==> config.mk <==
export PLATFORM = sky130hd
export DESIGN_NAME = systolic_sequencer
export DESIGN_NICKNAME = d
export VERILOG_FILES = /design/src/rtl/systolic_sequencer_pkg.sv /design/src/rtl/systolic_sequencer_load_ctr.sv /design/src/rtl/systolic_sequencer.sv
export SDC_FILE = /design/constraint.sdc
export NUM_CORES = 1
export LEC_CHECK = 0
export BUFFER_PORTS_ARGS = -buffer_cell sky130_fd_sc_hd__buf_2
export CORE_MARGIN = 2
export CORE_UTILIZATION = 50
export CTS_BUF_LIST = sky130_fd_sc_hd__clkbuf_8 sky130_fd_sc_hd__clkbuf_16
export DETAILED_ROUTE_END_ITERATION = 10
export GPL_ROUTABILITY_DRIVEN = 0
export PLACE_DENSITY = 0.75
export SLEW_MARGIN = 15
export SYNTH_ARGS = -nofsm -noshare
export SYNTH_HDL_FRONTEND = slang
export SYNTH_SLANG_ARGS = --single-unit
==> constraint.sdc <==
create_clock -name clk -period 1.8 [get_ports clk]
set_clock_uncertainty 0.05 [all_clocks]
set_input_delay 0.09 -clock clk [delete_from_list [all_inputs] [get_ports clk]]
set_output_delay 0.09 -clock clk [all_outputs]
set_load 0.005 [all_outputs]
==> src/rtl/systolic_sequencer_pkg.sv <==
// Shared types and sizing for the systolic array sequencer.
package systolic_sequencer_pkg;

  localparam int VEC_LEN_DEF    = 4;
  localparam int ELEM_BYTES_DEF = 2;
  localparam int ACC_BYTES_DEF  = 4;

  function automatic int load_bytes(input int vec_len, input int elem_bytes);
    return 2 * vec_len * elem_bytes;
  endfunction

  function automatic int drain_bytes(input int vec_len, input int acc_bytes);
    return vec_len * vec_len * acc_bytes;
  endfunction

  localparam int LOAD_BYTES  = load_bytes(VEC_LEN_DEF, ELEM_BYTES_DEF);
  localparam int DRAIN_BYTES = drain_bytes(VEC_LEN_DEF, ACC_BYTES_DEF);

  typedef enum logic [1:0] {
    ST_IDLE    = 2'd0,
    ST_SWAP    = 2'd1,
    ST_COMPUTE = 2'd2,
    ST_DRAIN   = 2'd3
  } eng_state_t;

endpackage

==> src/rtl/systolic_sequencer_load_ctr.sv <==
// Input byte counter for the A/B load buffers; raises full after a whole block.
module systolic_load_ctr
  import systolic_sequencer_pkg::*;
#(
  parameter int N_BYTES = LOAD_BYTES
) (
  input  logic       clk,
  input  logic       rst_n,
  input  logic       ena,
  input  logic       in_valid,
  input  logic       swap,
  input  logic       draining,
  output logic       in_ready,
  output logic       ld_we,
  output logic       ld_sel,
  output logic [1:0] ld_idx,
  output logic       ld_hi,
  output logic       full
);

  logic [3:0] cnt;
  logic       armed;

  // The swap cycle frees the input buffer, so the first byte of the next
  // block may land in the same cycle the old contents are copied out.
  assign in_ready = ena && armed && !draining && (!full || swap);
  assign ld_we    = in_valid && in_ready;
  assign ld_sel   = cnt[3];
  assign ld_idx   = cnt[2:1];
  assign ld_hi    = armed && !cnt[0];

  always_ff @(posedge clk or negedge rst_n) begin
    if (!rst_n) begin
      cnt   <= 4'd0;
      full  <= 1'b0;
      armed <= 1'b0;
    end else if (ena) begin
      armed <= 1'b1;
      if (swap) begin
        full <= 1'b0;
        cnt  <= ld_we ? 4'd1 : 4'd0;
      end else if (ld_we) begin
        if (cnt == 4'(N_BYTES - 1)) begin
          full <= 1'b1;
          cnt  <= 4'd0;
        end else begin
          cnt <= cnt + 4'd1;
        end
      end
    end
  end

endmodule

==> src/rtl/systolic_sequencer.sv <==
// Sequencer for a 4x4 BF16 systolic MAC block: load, swap, compute, drain.
//   state   | meaning
//   IDLE    | waiting for a full input block or a readout request
//   SWAP    | one cycle copying input buffers into the working A/B
//   COMPUTE | 16 MAC cycles over c[i][j]
//   DRAIN   | stream 64 accumulator bytes to the consumer
module systolic_sequencer
  import systolic_sequencer_pkg::*;
#(
  parameter int VEC_LEN    = VEC_LEN_DEF,
  parameter int ELEM_BYTES = ELEM_BYTES_DEF,
  parameter int ACC_BYTES  = ACC_BYTES_DEF
) (
  input  logic       clk,
  input  logic       rst_n,
  input  logic       ena,
  input  logic       run_n,
  input  logic       in_valid,
  output logic       in_ready,
  output logic       ld_we,
  output logic       ld_sel,
  output logic [1:0] ld_idx,
  output logic       ld_hi,
  output logic       swap,
  output logic       mac_en,
  output logic [3:0] mac_idx,
  output logic [3:0] out_sel,
  output logic [1:0] out_byte,
  output logic       out_valid,
  input  logic       out_ready,
  output logic       busy
);

  localparam int LOAD_N  = load_bytes(VEC_LEN, ELEM_BYTES);
  localparam int MAC_N   = VEC_LEN * VEC_LEN;
  localparam int DRAIN_N = drain_bytes(VEC_LEN, ACC_BYTES);

  eng_state_t state;
  logic [3:0] mac_cnt;
  logic [5:0] out_cnt;
  logic       pend;
  logic       full;

  systolic_load_ctr #(.N_BYTES(LOAD_N)) u_load (
    .clk      (clk),
    .rst_n    (rst_n),
    .ena      (ena),
    .in_valid (in_valid),
    .swap     (swap),
    .draining (state == ST_DRAIN),
    .in_ready (in_ready),
    .ld_we    (ld_we),
    .ld_sel   (ld_sel),
    .ld_idx   (ld_idx),
    .ld_hi    (ld_hi),
    .full     (full)
  );

  assign swap      = ena && (state == ST_SWAP);
  assign mac_en    = ena && (state == ST_COMPUTE);
  assign out_valid = ena && (state == ST_DRAIN);
  assign mac_idx   = mac_cnt;
  assign out_sel   = out_cnt[5:2];
  assign out_byte  = out_cnt[1:0];
  assign busy      = (state != ST_IDLE);

  always_ff @(posedge clk or negedge rst_n) begin
    if (!rst_n) begin
      state   <= ST_IDLE;
      mac_cnt <= 4'd0;
      out_cnt <= 6'd0;
      pend    <= 1'b0;
    end else if (ena) begin
      case (state)
        ST_IDLE: begin
          if (run_n)     state <= ST_DRAIN;
          else if (full) state <= ST_SWAP;
        end
        ST_SWAP: begin
          if (run_n) pend <= 1'b1;
          state <= ST_COMPUTE;
        end
        ST_COMPUTE: begin
          if (mac_cnt == 4'(MAC_N - 1)) begin
            mac_cnt <= 4'd0;
            pend    <= 1'b0;
            // A readout request outranks chaining straight into the next block.
            if (pend || run_n) state <= ST_DRAIN;
            else if (full)     state <= ST_SWAP;
            else               state <= ST_IDLE;
          end else begin
            mac_cnt <= mac_cnt + 4'd1;
            if (run_n) pend <= 1'b1;
          end
        end
        ST_DRAIN: begin
          if (out_ready) begin
            if (out_cnt == 6'(DRAIN_N - 1)) begin
              out_cnt <= 6'd0;
              state   <= ST_IDLE;
            end else begin
              out_cnt <= out_cnt + 6'd1;
            end
          end
        end
        default: state <= ST_IDLE;
      endcase
    end
  end

endmodule

# Yosys cells after proc, flatten, opt, wreduce, memory -nomap -nowiden
# Index checks and enable logic that the tools add are counted.
# totals
inputBits,6
register_bits,19
word_cells,64
# classes
mux,20
n_eq_ne,10
reduce_logical,24
add_sub_neg,3
# op_table
operator,count
2-to-1 mux 4 bit,4
2-to-1 mux 2 bit,6
"adder 4 x 1 -> 4 bit, second input constant",2
"== test 4 bit, second input constant",2
logical AND 1 bit,8
one-hot mux 2 bit (4 select lines),1
nonzero test 2 bit,4
2-to-1 mux 1 bit,7
"adder 6 x 1 -> 6 bit, second input constant",1
"== test 6 bit, second input constant",1
2-to-1 mux 6 bit,1
AND reduction 2 bit,3
AND reduction 3 bit,2
AND reduction 5 bit,1
"== test 2 bit, second input constant",2
"inequality test 2 bit, second input constant",2
zero test 1 bit,3
"inequality test 3 x 2 -> 1 bit, second input constant",1
"== test 2 x 1 -> 1 bit, second input constant",1
zero test 2 bit,1
logical OR 1 bit,2
"inequality test 2 x 1 -> 1 bit, second input constant",1
one-hot mux 1 bit (2 select lines),1

# Depth between registers and ports, before layout
# Gate-level depths: netlist of the first run.
# logic_depth
ltp_word,7
depth_mapped,7
ltp_nobuf,6

# By module
# A second synthesis of the first run with hierarchy kept.
# unflattened
cells_unflattened,115
area_unflattened_um2,1126.1
# by_module_without_submodules
mod,area_per_inst_um2,n_inst,cells_per_inst,seq_area_each_um2
systolic_sequencer,728.2,1,73,325.3
systolic_load_ctr,397.9,1,42,150.1

# Least setup slack after synthesis of the first run
# OpenSTA, ideal clock, no wires.
# synth_path
path_kind,register to register
startpoint,register state[0]
endpoint,register mac_cnt[1] (netlist: mac_idx[1])
arrival_ps,1311
n_path_buf,1
setup_time_ps,125
required_time_ps,1625
stages_incl_launch_ff,6
slack_ps,315
path_cell_list,dfrtp_1 inv_1 ha_1 and2_2 buf_2 mux2_2
# synth_between
elab_chain_len,2
# synth_rtl
item,line_no,source
"start, declared",systolic_sequencer.sv:38,eng_state_t state;
"start signal, assigned",systolic_sequencer.sv:69,state <= ST_IDLE;
"start signal, assigned",systolic_sequencer.sv:76,if (run_n) state <= ST_DRAIN;
"start signal, assigned",systolic_sequencer.sv:77,else if (full) state <= ST_SWAP;
== test 2 bit,systolic_sequencer.sv:74,case (state)
AND reduction 2 bit (no source line),n/a,
"end signal, assigned",systolic_sequencer.sv:92,mac_cnt <= mac_cnt + 4'd1;
"end, declared",systolic_sequencer.sv:39,logic [3:0] mac_cnt;
# Every way passes these cells.
# A chain may end at the register's enable or synchronous reset.

# Worst setup path in the final report of the first run
# layout_path
startpoint,register state[1]
endpoint,output ld_we
# layout_between
elab_chain_len,5
# layout_rtl
item,line_no,source
== test 2 bit / == test 2 x 1 -> 1 bit (equally long branches),"systolic_sequencer.sv:50, systolic_sequencer.sv:59",
zero test 1 bit / logical AND 1 bit (equally long branches),"systolic_sequencer_load_ctr.sv:26, systolic_sequencer.sv:59",
logical AND 1 bit / logical OR 1 bit (equally long branches),systolic_sequencer_load_ctr.sv:26,assign in_ready = ena && armed && !draining && (!full || swap);
logical AND 1 bit (*),systolic_sequencer_load_ctr.sv:26,
logical AND 1 bit (*),systolic_sequencer_load_ctr.sv:27,assign ld_we = in_valid && in_ready;
"end, declared",systolic_sequencer.sv:20,"output logic ld_we,"
# Every way passes the cells marked *; elsewhere a longest branch is shown, timed or not.

==> metrics, run 1 <==
net total in the final layout=149; starting utilization of the core area=0.545; layout cell share with drive strength beyond 1=0.299; pwr dens=1380 nW/µm²; number of I/O pins=26; Max Freq=593 MHz; initial antenna violation count=0; Std-Cell Rows=16; Reg power frac=0.418; Detail Route Antenna Nets=0; Placement Setup Slack=213 ps; part of the power in the clock network=0.164; mapped cell area=1090 µm²; RSZ-0062 raised after global routing=false; drt total wl=2.07 mm; mean cell area of the mapped netlist=10.1 µm²; number of buffers created by CTS=3; relative contribution of combinational cells to total power=0.418; hold violation count in the final report=0; max-capacitance violation count=0; total cell area at the placement stage=1220 µm²; Post CTS Setup Buffer Count=0; number of buffers and inverters on the critical path=3; overall die width=50.7 µm; number of global-route vias before repair=827; register bit count reported by yosys=19; share of the clock period used by the worst path after layout=0.936; global-route wire length before repair=3.55 mm; number of DRC markers after the initial detailed-route iteration=13; Lkg Pwr=0.619 nW; Die Y=50.7 µm; origin of the critical flop-to-flop path=state[0]; relative slew slack=0.713; Critical Path Max Stage Delay=410 ps; syn_nets=122; clock insertion delay at the later pin of the skew report=250 ps; worst hold-check path type=in2reg; detailed-route DRC error count=0; number of instances in the synthesized netlist=108; crit path max fanout=9; Int Pwr=0.00108 W; switching share of power=0.385; pin count of the biggest net entering global routing=20; warnings from Yosys=0; Distinct cells, synth=29; worst setup path startpoint=state[1]; post-layout instance area=1280 µm²; startpoint kind of the worst setup timing path=register; cell family with the largest share of critical-path delay=buffers and inverters; net switching power of the design=0.000678 W; overall fraction of global-route tracks in use=0.184; Fin Setup TNS=0 ps; maximum resistive drop on vdd=0.675 mV; min Tclk post-route=1690 ps; Clock Pin Slew Worst Setup and Hold Paths=70 ps; Core Footprint=2000 µm²; Critical Path AT=1550 ps; post-layout util=0.640; total global routing overflow=0; via count=867; outcome=finished clean; endpoints failing setup=0; clock tree from TritonCTS=yes; final number of max-transition violations=0; slowest CP cell=dfrtp_1; IO Port Bufs=25; area of the die=2570 µm²; Worst EP required=1660 ps; post-route worst hold slack=31.5 ps; kind of end point of the critical path=output port; crit path setup slack, layout=115 ps; average via count per standard cell=5.39; sinks on the clock net=19; sum of net half-perimeters after detailed placement=1.58 mm; number of iterations in the first detailed-routing pass=4; Setup Crit Path Kind=reg2out; hold wc startpoint=out_ready; Antenna Diode Count=0; root buf cell=clkbuf_8; H-tree depth reported by CTS=1; maximum root-to-sink buffer count=2; routed len/inst=12.9 µm; ordered cell list for the critical path=inv_1 > ha_2 > nand2b_1 > nor2b_1 > buf_4 > buf_2; area growth from synthesis to final layout=17.4%; worst-margin pin slew=431 ps; sequential area share after synthesis=0.436
==> metal layers <==
| layer | wire [µm] | global-route usage | share of wire |
|---|---|---|---|
| met5 | 0 | 0 | 0 |
| met4 | 11 | 0.0676 | 0.0053 |
| met3 | 83 | 0.0357 | 0.040 |
| met2 | 1000 | 0.305 | 0.48 |
| met1 | 972 | 0.238 | 0.47 |
==> path summary, 6_finish.rpt <==
| check | slack [ps] | end | cells after the start |
|---|---|---|---|
| setup / recovery | 110 | ld_we | 6 |
| hold / removal | 30 | out_cnt[3] | 2 |
| setup reg to reg | 210 | state[0] | 6 |
| hold reg to reg | 460 | u_load.armed | 1 |
| max in group asynchronous | 1150 | out_cnt[5] | 2 |
| min in group asynchronous | 250 | u_load.armed | 2 |
==> flip-flops by register name (all words and copies together) (netlist names) <==
register,cells
out_cnt,6
mac_idx,4
u_load.cnt,4
state,2
pend,1
u_load.armed,1
u_load.full,1
==> stage by stage <==
step	power, W	instances
after floorplan	0.00122	108
final	0.00176	161
after global routing	0.00192	161
after global placement	0.00144	156
after detailed placement	0.00148	156
after CTS	0.00178	161
==> power by group through the flow <==
stage	Sequential [W]	Combinational (W)	Clock (W)
3_3_place_gp	0.000726	0.000715	0
6_report	0.000737	0.000737	0.000289
5_1_grt	0.000760	0.000838	0.000319
4_1_cts	0.000737	0.000742	0.000297
3_5_place_dp	0.000743	0.000736	0
2_1_floorplan	0.000717	0.000500	0
==> placed cells by master (no fill, tap or decap), drive strengths merged, types with 2 or more instances in the layout <==
cell type  netlist  routed
buf              5      26
dfrtp           19      19
nand2           11      11
nor2            11      11
ha               8       8
nand3            5       5
o21ai            5       5
inv              5       5
xnor2            4       4
a31oi            4       4
mux2i            4       4
a21oi            4       4
nand4            3       3
mux2             3       3
clkbuf           0       3
and4b            2       2
nor2b            2       2
or3              2       2
nor3             2       2
a41oi            2       2
==> synthesized netlist by cell type <==
master    number  area, µm²
nor2b_1        2       12.5
xnor2_1        4       35.0
buf_4          4       30.0
mux2i_1        4       40.0
a41oi_4        1       27.5
nand4b_1       1       8.76
mux2_2         3       33.8
or3_1          2       12.5
nand2b_1       1       6.26
a21oi_1        4       20.0
nand4_1        3       18.8
nand3_1        5       25.0
a31o_1         1       8.76
o21ai_0        5       25.0
xor2_1         1       8.76
dfrtp_1       19        475
a31oi_1        4       25.0
buf_2          1       5.00
and4b_1        2       20.0
nor2_1        11       41.3
inv_2          1       3.75
inv_1          4       15.0
nor3_2         2       20.0
a41oi_1        1       8.76
nand2_1       11       41.3
o32ai_1        1       8.76
ha_1           8        100
or2_2          1       6.26
and2_2         1       7.51
==> repair_timing <==
item / 4_1_cts / 5_1_grt
resized for setup: 0 / 1
hold buffers: 1 / 0
endpoints found under the setup margin: 0 / 1
endpoints found under the hold margin: 19 / 0
==> cells by family after synthesis <==
family,count (synthesis),share of synthesized area
AO/OA/AOI/OAI,17,0.114
XOR/XNOR,5,0.0401
adder cells (fa/ha/maj),8,0.0917
buffers and inverters,10,0.0493
flip-flops,19,0.436
multiplexers,7,0.0677
AND/OR/NAND/NOR,42,0.202
==> cell type report <==
| type | instances | area (µm²) |
|---|---|---|
| fillers | 179 | 721 |
| multi-input cells | 79 | 564 |
| flip-flops and latches | 19 | 475 |
| repair buffers | 27 | 143 |
| clock buffers | 3 | 41.3 |
| well taps | 27 | 33.8 |
| inverters | 5 | 18.8 |
| clock inverters | 1 | 5.00 |
(Power assumes the default switching activity.)
==> run 2, diff against run 1 <==
--- a/config.mk
+++ b/config.mk
@@ -11,7 +11,7 @@
 export CTS_BUF_LIST = sky130_fd_sc_hd__clkbuf_8 sky130_fd_sc_hd__clkbuf_16
 export DETAILED_ROUTE_END_ITERATION = 10
 export GPL_ROUTABILITY_DRIVEN = 0
-export PLACE_DENSITY = 0.75
+export PLACE_DENSITY_LB_ADDON = 0.2
 export SLEW_MARGIN = 15
 export SYNTH_ARGS = -nofsm -noshare
 export SYNTH_HDL_FRONTEND = slang
==> run 2 against run 1 <==
Total power rose by 2.6%. Clock-buffer cell count stayed put. Combinational power grew 3.8%. Design area is 1.2% higher. Maximum frequency rose by 0.76%.
==> metrics, run 2 (synthesis results as in run 1) <==
outcome=finished clean; average via count per standard cell=5.48; max-capacitance violation count=0; initial antenna violation count=0; min Tclk post-route=1670 ps; root buf cell=clkbuf_8; Critical Path Max Stage Delay=410 ps; overall die width=50.7 µm; starting utilization of the core area=0.545; clock insertion delay at the later pin of the skew report=260 ps; overall fraction of global-route tracks in use=0.199; number of placed instances with taps included=156; Die Y=50.7 µm; drt total wl=2.23 mm; Worst EP required=1660 ps; crit path max fanout=8; number of DRC markers after the initial detailed-route iteration=16; total of fill cells in the finished design=168; pin count of the biggest net entering global routing=20; Lkg Pwr=0.628 nW; worst hold-check path type=in2reg; H-tree depth reported by CTS=1; area used by multi-input combinational logic=564 µm²; pwr dens=1390 nW/µm²; kind of end point of the critical path=output port; final number of max-transition violations=0; total global routing overflow=0; clock tree from TritonCTS=yes; area of the die=2570 µm²; layout cell share with drive strength beyond 1=0.316; via count=893; number of buffers and inverters on the critical path=3; cell family with the largest share of critical-path delay=flip-flops; maximum root-to-sink buffer count=2; Std-Cell Rows=16; area taken by flip-flops and latches=475 µm²; share of the clock period used by the worst path after layout=0.929; worst-margin pin slew=438 ps; Detail Route Antenna Nets=0; Fin Setup TNS=0 ps; routed len/inst=13.7 µm; Antenna Diode Count=0; post-route worst hold slack=39.1 ps; number of I/O pins=26; Reg with most FFs=out_cnt; area growth from synthesis to final layout=18.8%; Setup Crit Path Kind=reg2out; startpoint kind of the worst setup timing path=register; maximum resistive drop on vdd=0.823 mV; non-filler instance count after layout=163; global-route wire length before repair=3.79 mm; most common library cell in the layout ignoring fill and taps=buf_2; ordered cell list for the critical path=inv_2 > ha_2 > nand2b_1 > nor2b_1 > buf_4 > buf_2; IO Port Bufs=25; max reg flops=6; Clock Pin Slew Worst Setup and Hold Paths=80 ps; number of global-route vias before repair=845; sum of net half-perimeters after detailed placement=1.64 mm; detailed-route DRC error count=0; number of buffers created by CTS=3; hold violation count in the final report=0; Core Footprint=2000 µm²; slowest CP cell=dfrtp_1; Max Freq=598 MHz; number of iterations in the first detailed-routing pass=4; sinks on the clock net=19; leading cell types in the layout, fill and taps excluded=25 x buf_2, 19 x dfrtp_1, 11 x nand2_1, 11 x nor2_1, 7 x ha_1; endpoints failing setup=0; relative slew slack=0.708; Critical Path AT=1530 ps; power consumption=0.00181 W; net total in the final layout=151
[run 2: report_power, final]
part	switching [W]	internal, W	total, W	leakage [nW]
clock network	0.000155	0.000154	0.000309	0.0255
logic	0.000382	0.000384	0.000765	0.364
registers	0.000171	0.000564	0.000734	0.239
total	0.000707	0.00110	0.00181	0.628
[run 2: final timing paths]
check / from / to / slack [ps] / depth (start not counted)
hold reg to reg: u_load.armed / u_load.armed / 470 / 1
min in group asynchronous: rst_n / pend / 250 / 2
hold / removal: out_ready / out_cnt[5] / 40 / 2
max in group asynchronous: rst_n / u_load.cnt[1] / 1140 / 2
setup reg to reg: state[1] / u_load.full / 150 / 8
setup / recovery: state[1] / ld_we / 130 / 6
[run 2: what timing repair did]
action,4_1_cts,5_1_grt
hold buffers,1,0
resized for setup,0,2
setup buffers,0,2
setup endpoints to repair,0,3
hold endpoints to repair,19,0
[run 2: per-stage QoR]
step	area, µm²	utilization	setup WS (ps)
floorplan	1090	-	315
global placement	1220	0.611	235
detailed placement	1220	0.611	172
CTS	1280	0.639	47.0
global route	1300	0.648	-5.24
finish	1300	0.648	128
[run 2: per-layer routing]
| metal | up-vias | track usage | share of wire |
|---|---|---|---|
| met4 | 0 | 0.0991 | 0.022 |
| met5 | - | 0 | 0 |
| li1 | 435 | - | - |
| met1 | 421 | 0.256 | 0.46 |
| met2 | 29 | 0.316 | 0.47 |
| met3 | 8 | 0.0417 | 0.050 |
[run 2: final cells by class]
class	count	area share
clock inverters	1	0.00386
flip-flops and latches	19	0.367
well taps	27	0.0261
multi-input cells	79	0.435
clock buffers	3	0.0319
repair buffers	29	0.122
inverters	5	0.0145
